**src/rtl/mips_trace_unit.sv**
```systemverilog
// -----------------------------------------------------------------------------
// mips_trace_unit
//
// Execution trace capture stage that sits downstream of the single-cycle MIPS
// core. While trace_en is high, the unit captures one sample per clock. Each
// sample holds the current PC, the ALU result and the data-memory read data.
// Samples are buffered in a FIFO so the core never stalls. They are streamed
// to a debug host as 12-byte big-endian records over a valid/ready byte
// interface.
//
// Record layout (96 bits, byte 0 first on the wire):
//   bytes 0..3  = pc_in   (MSB first)
//   bytes 4..7  = alu_in  (MSB first)
//   bytes 8..11 = mem_in  (MSB first)
//
// Ports:
//   clock      in   1         system clock, rising-edge active
//   reset      in   1         synchronous, active-low reset
//   trace_en   in   1         capture enable, one sample per clock while high
//   clear      in   1         synchronous flush of FIFO, serializer, overflow
//   pc_in      in   32        core current PC
//   alu_in     in   32        core ALU result
//   mem_in     in   32        core data-memory read data
//   out_valid  out  1         out_byte holds a valid record byte
//   out_ready  in   1         host accepts out_byte on this edge
//   out_byte   out  8         serialized record byte
//   out_last   out  1         high with byte 11 of a record
//   count      out  ADDR_W+1  FIFO occupancy (record in serializer excluded)
//   overflow   out  1         sticky, a sample was dropped
// -----------------------------------------------------------------------------
module mips_trace_unit #(
  parameter int DEPTH  = 16,
  parameter int ADDR_W = 4
) (
  input  logic              clock,
  input  logic              reset,
  input  logic              trace_en,
  input  logic              clear,
  input  logic [31:0]       pc_in,
  input  logic [31:0]       alu_in,
  input  logic [31:0]       mem_in,
  output logic              out_valid,
  input  logic              out_ready,
  output logic [7:0]        out_byte,
  output logic              out_last,
  output logic [ADDR_W:0]   count,
  output logic              overflow
);

  localparam logic [ADDR_W:0] L_DEPTH    = (ADDR_W+1)'(DEPTH);
  localparam logic [3:0]      L_LAST_IDX = 4'd11;

  typedef enum logic {
    ST_IDLE,
    ST_SEND
  } state_t;

  state_t              r_state;
  state_t              w_stateNext;

  logic [95:0]         r_mem [DEPTH];
  logic [ADDR_W-1:0]   r_wrPtr;
  logic [ADDR_W-1:0]   r_rdPtr;
  logic [ADDR_W:0]     r_count;
  logic                r_overflow;

  // The current record is shifted left one byte per accepted byte. The byte
  // on the wire is therefore always the top byte of r_shift.
  logic [95:0]         r_shift;
  logic [3:0]          r_index;
  logic [3:0]          w_indexNext;

  logic                w_run;
  logic                w_fifoEmpty;
  logic                w_fifoFull;
  logic                w_pop;
  logic                w_push;
  logic                w_pushEn;
  logic                w_popEn;
  logic                w_shiftOut;

  // Reset and clear both block normal operation on this edge. trace_en is
  // ignored whenever either one is active.
  assign w_run       = reset && !clear;
  assign w_fifoEmpty = (r_count == '0);
  assign w_fifoFull  = (r_count == L_DEPTH);

  // A full FIFO still accepts a sample when a pop frees a slot on the same
  // edge. The pop reads the old head before the write lands, so a new sample
  // can never pass straight through to the serializer.
  assign w_push   = trace_en && (!w_fifoFull || w_pop);
  assign w_pushEn = w_run && w_push;
  assign w_popEn  = w_run && w_pop;

  // State register for the serializer FSM.
  always_ff @(posedge clock) begin
    if (!reset) begin
      r_state <= ST_IDLE;
    end else if (clear) begin
      r_state <= ST_IDLE;
    end else begin
      r_state <= w_stateNext;
    end
  end

  // Next-state, pop request and output decode for the serializer FSM.
  always_comb begin
    w_stateNext = r_state;
    w_indexNext = r_index;
    w_pop       = 1'b0;
    w_shiftOut  = 1'b0;
    out_valid   = 1'b0;
    out_last    = 1'b0;
    out_byte    = 8'h00;

    case (r_state)
      ST_IDLE: begin
        if (!w_fifoEmpty) begin
          w_pop       = 1'b1;
          w_indexNext = 4'd0;
          w_stateNext = ST_SEND;
        end
      end

      ST_SEND: begin
        out_valid = 1'b1;
        out_byte  = r_shift[95:88];
        out_last  = (r_index == L_LAST_IDX);
        if (out_ready) begin
          if (r_index != L_LAST_IDX) begin
            w_indexNext = r_index + 4'd1;
            w_shiftOut  = 1'b1;
          end else if (!w_fifoEmpty) begin
            // Back-to-back records: reload without a bubble cycle.
            w_pop       = 1'b1;
            w_indexNext = 4'd0;
          end else begin
            w_indexNext = 4'd0;
            w_stateNext = ST_IDLE;
          end
        end
      end

      default: begin
        w_stateNext = ST_IDLE;
        w_indexNext = 4'd0;
      end
    endcase
  end

  // FIFO storage. The memory holds no reset state because occupancy is
  // tracked entirely by r_count and the pointers.
  always_ff @(posedge clock) begin
    if (w_pushEn) begin
      r_mem[r_wrPtr] <= {pc_in, alu_in, mem_in};
    end
  end

  // FIFO pointers, occupancy and the sticky overflow flag. The pointers wrap
  // naturally at DEPTH because DEPTH is a power of two. Full and empty come
  // from r_count, so equal pointers are never ambiguous.
  always_ff @(posedge clock) begin
    if (!reset || clear) begin
      r_wrPtr    <= '0;
      r_rdPtr    <= '0;
      r_count    <= '0;
      r_overflow <= 1'b0;
    end else begin
      if (w_push) begin
        r_wrPtr <= r_wrPtr + 1'b1;
      end
      if (w_pop) begin
        r_rdPtr <= r_rdPtr + 1'b1;
      end
      case ({w_push, w_pop})
        2'b10:   r_count <= r_count + 1'b1;
        2'b01:   r_count <= r_count - 1'b1;
        default: r_count <= r_count;
      endcase
      if (trace_en && !w_push) begin
        r_overflow <= 1'b1;
      end
    end
  end

  // Serializer shift register and byte index. When out_ready is low, nothing
  // changes, so the byte on the wire holds steady.
  always_ff @(posedge clock) begin
    if (!reset || clear) begin
      r_shift <= '0;
      r_index <= 4'd0;
    end else begin
      r_index <= w_indexNext;
      if (w_popEn) begin
        r_shift <= r_mem[r_rdPtr];
      end else if (w_shiftOut) begin
        r_shift <= {r_shift[87:0], 8'h00};
      end
    end
  end

  assign count    = r_count;
  assign overflow = r_overflow;

endmodule

```
**config.mk**
```make
export PLATFORM = sky130hd
export DESIGN_NAME = mips_trace_unit
export DESIGN_NICKNAME = d
export VERILOG_FILES = /design/src/rtl/mips_trace_unit.sv
export SDC_FILE = /design/constraint.sdc
export NUM_CORES = 2
export LEC_CHECK = 0
export BUFFER_PORTS_ARGS = -buffer_cell sky130_fd_sc_hd__buf_4
export CAP_MARGIN = 40
export CORE_ASPECT_RATIO = 1.1
export CORE_UTILIZATION = 25
export CTS_BUF_LIST = sky130_fd_sc_hd__clkbuf_8
export DETAILED_ROUTE_END_ITERATION = 10
export RECOVER_POWER = 50
export SLEW_MARGIN = 10
export SYNTH_ARGS = -nofsm -noshare
export SYNTH_HDL_FRONTEND = slang
export SYNTH_SLANG_ARGS = --single-unit
```
**constraint.sdc**
```tcl
create_clock -name clock -period 13.81 [get_ports clock]
set_input_delay 2.762 -clock clock [delete_from_list [all_inputs] [get_ports clock]]
set_output_delay 2.762 -clock clock [all_outputs]
set_load 0.02 [all_outputs]
```
==> impl_metrics.csv <==
group,metric,value,unit
outcome,status,"finished with violations",
outcome,violations,"max-capacitance violations, max-slew violations",
final_layout,instances_no_fill,6633,
sta,max_slew_margin,-144,%
yosys,yosysSeqAreaShare,77.1,%
power,p_leak,22.1,nW
placed_design,port_buffers,116,
worst_setup_path,cp.required,14490,ps
sta,fmaxAchievable,138,MHz
die,rows,192,
yosys,yosys-top-cells-area,"edfxtp_1 73%, mux4_2 14%, mux2i_1 4.5%",
power,p_switching,2.19,mW
sta,setup-violations-final,0,
yosys,syn_area,62900,um2
final_layout,syn_to_final_growth,15.9,%
worst_setup_path,path_class,"in2reg",
detailed_routing,wl_met1,60.9,mm
power,p_sw_share,22.1,%
power,vdd_drop_max,0.0000972,V
cts,cts_resized,0,
sta,setup_tns,0,ps
grt,overflow,0,
power,power.total,9.90,mW
final_layout,drive_gt1_share,25.1,%
cts,cts_sinks,1655,
yosys,synth.distinct_cells,45,
yosys,yosysTopAreaCell,"edfxtp_1",
cts,cts_setup_buffers,0,
yosys,yosys.area_share.simple,0.730,%
grt,gr-usage-all-layers,11.9,%
yosys,synth_compound_area_share,2.36,%
yosys,synth-xor-area-share,0.125,%
detailed_routing,wire_per_inst,23.0,um
yosys,synth_mux_area_share,18.2,%
cts,clkLatencyLatePin,980,ps
detailed_routing,wl_met3,7.48,mm
sta,worst_slack,6580,ps
yosys,synth_fa_ha_area_share,0.211,%
power,power_frac_comb,4.3,%
die,die_x,480,um
placed_design,globalplace.congestion,0.741,
worst_setup_path,critPathMaxFanout,54,
sta,period_minus_slack,7230,ps
final_layout,layout_commonest_cell,"edfxtp_1",
flow_run,drv_cap,3,
cts,cts_tree,"built",
min_path,holdPathStages,1,
yosys,netlist.area_leader.share,73.4,%
power,power.density,136,nW/um2
final_layout,layout.nets,3241,
power,p_int,7.71,mW
die,start_util,25.2,%
power,power.share.clock,39.6,%
placed_design,dp.cells,6140,
detailed_routing,first_pass_iters,5,
die,die_area,254000,um2
yosys,ys_warn_count,0,
die,io_pins,117,
cts,cts_max_path_buffers,4,
cts,path_clk_slew,60,ps
final_layout,final_cell_mix,"1,536 x edfxtp_1, 384 x mux4_2, 303 x clkbuf_8",
die,die_h,528,um
detailed_routing,drc,0,
worst_setup_path,worstPathArrival,7910,ps
placed_design,hpwlAfterDp,88.3,mm
worst_setup_path,rr_worst_depth,5,
sta,worstMarginPinSlew,3660,ps
worst_setup_path,crit_path_end_kind,"flop",
cts,htreeDepth,5,
yosys,synth_fp_nets,2919,
detailed_routing,ant_nets,0,
grt,grt_pass1_vias,31100,
final_layout,fillers,24300,
power,p_seq_share,56.0,%
worst_setup_path,cp-start-kind,"primary input",
grt,antenna_found_initial,49,
detailed_routing,vias_per_cell,4.43,
cts,cts_hold_buf,0,
yosys,synthCells,2808,
sta,finClkSkew,80.9,ps
yosys,ys_seq_elements,1655,
final_layout,postLayoutCellArea,72900,um2
detailed_routing,drt-total-wl,152,mm
grt,grt_max_degree,124,
sta,report.final.hold_viol_count,0,
detailed_routing,met2WireLength,80.3,mm
cts,cts_root_buf,"clkbuf_8",
die,core-area,249000,um2
yosys,synth_top_family_by_area,"multiplexers",
placed_design,preCtsSetupSlack,6980,ps
cts,cts_buffers,284,
sta,period_share,52.3,%
min_path,hp-class,"reg2reg",
yosys,syn_area_per_cell,22.4,um2
sta,slew_violations,111,
detailed_routing,vias,29400,
detailed_routing,drt-initial-drc-count,2419,
sta,rsz0062_at_grt,"false",
placed_design,dpl_cell_area,68300,um2
grt,grt_pass1_wl,220,mm
detailed_routing,top_layer,"met5",
## cell type report
class	instances	area (um2)	area share, %
clock inverters	182	773	1.06
clock buffers	303	4170	5.72
flip-flops and latches	1655	48500	66.6
diodes	6	15.0	0.0206
inverters	7	26.3	0.0361
multi-input cells	991	13700	18.9
well taps	3298	4130	5.66
repair buffers	191	1490	2.05
## per-stage QoR
step           util (%)  hold WS [ps]
4_1_cts            29.4           474
6_report           29.2           477
5_1_grt            29.2           506
3_5_place_dp       27.4           455
3_3_place_gp       27.2           442
2_1_floorplan         -           426
## state kept, by name, indices dropped and copies added (netlist names), named ones only
signal	flops
count	5
overflow	1
r_index	4
r_mem	1536
r_rdPtr	4
r_shift	96
r_state	1
r_wrPtr	4
## cells by family (layout without fill, tap and decap cells)
logic type                 count (synthesis)  after routing
adders and majority gates                 10             10
buffers and inverters                    162            683
xor gates and xnor gates                   9              9
DFF                                     1655           1655
other                                      0              6
AOI/OAI and AO/OA                        214            214
and+or+nand+nor                           92             92
muxes                                    666            666
## Yosys cell counts (all sizes together)
master	instances
and4b	1
nand4b	1
o31ai	2
nand4	4
or3	3
o311ai	1
nor3	5
o22ai	10
edfxtp	1536
nand3b	1
buf	96
nand2b	5
nand3	7
a41oi	2
fa	1
ha	9
nor2b	2
inv	7
mux4	384
o21ai	91
dfxtp	119
mux2i	282
nand2	16
o31a	1
or4	2
and2	9
a2bb2oi	1
nor4	1
a21oi	8
a21o	9
a32oi	1
xnor2	4
nor2	35
clkbuf	59
o22a	88
xor2	5
## power by group through the flow
stage          registers [mW]  clock network, mW  logic, mW
2_1_floorplan            5.63                  0      0.270
3_3_place_gp             5.64                  0      0.445
3_5_place_dp             5.64                  0      0.458
4_1_cts                  5.54               4.03      0.459
5_1_grt                  5.54               4.24      0.466
6_report                 5.54               3.92      0.430
## per-layer routing
metal / vias up / GRT usage (%)
li1: 12500 / -
met1: 15700 / 14.2
met2: 834 / 21.3
met3: 284 / 2.62
met4: 22 / 3.36
met5: - / 0
## path summary, 6_finish.rpt
path | to | slack [ps] | from
worst max register to register | r_shift[11] | 7830 | count[1]
worst max-delay path | r_shift[11] | 6580 | out_ready
worst min-delay path | r_shift[0] | 480 | r_shift[0]
worst min register to register | r_shift[0] | 480 | r_shift[0]
## worst max-delay path, stage by stage
cell and delay, ps:
clkbuf_1 180, nand4b_1 180, a2bb2oi_1 240, nand3_1 1370
clkbuf_1 2650, o21ai_0 440
(Power assumes the default switching activity.)
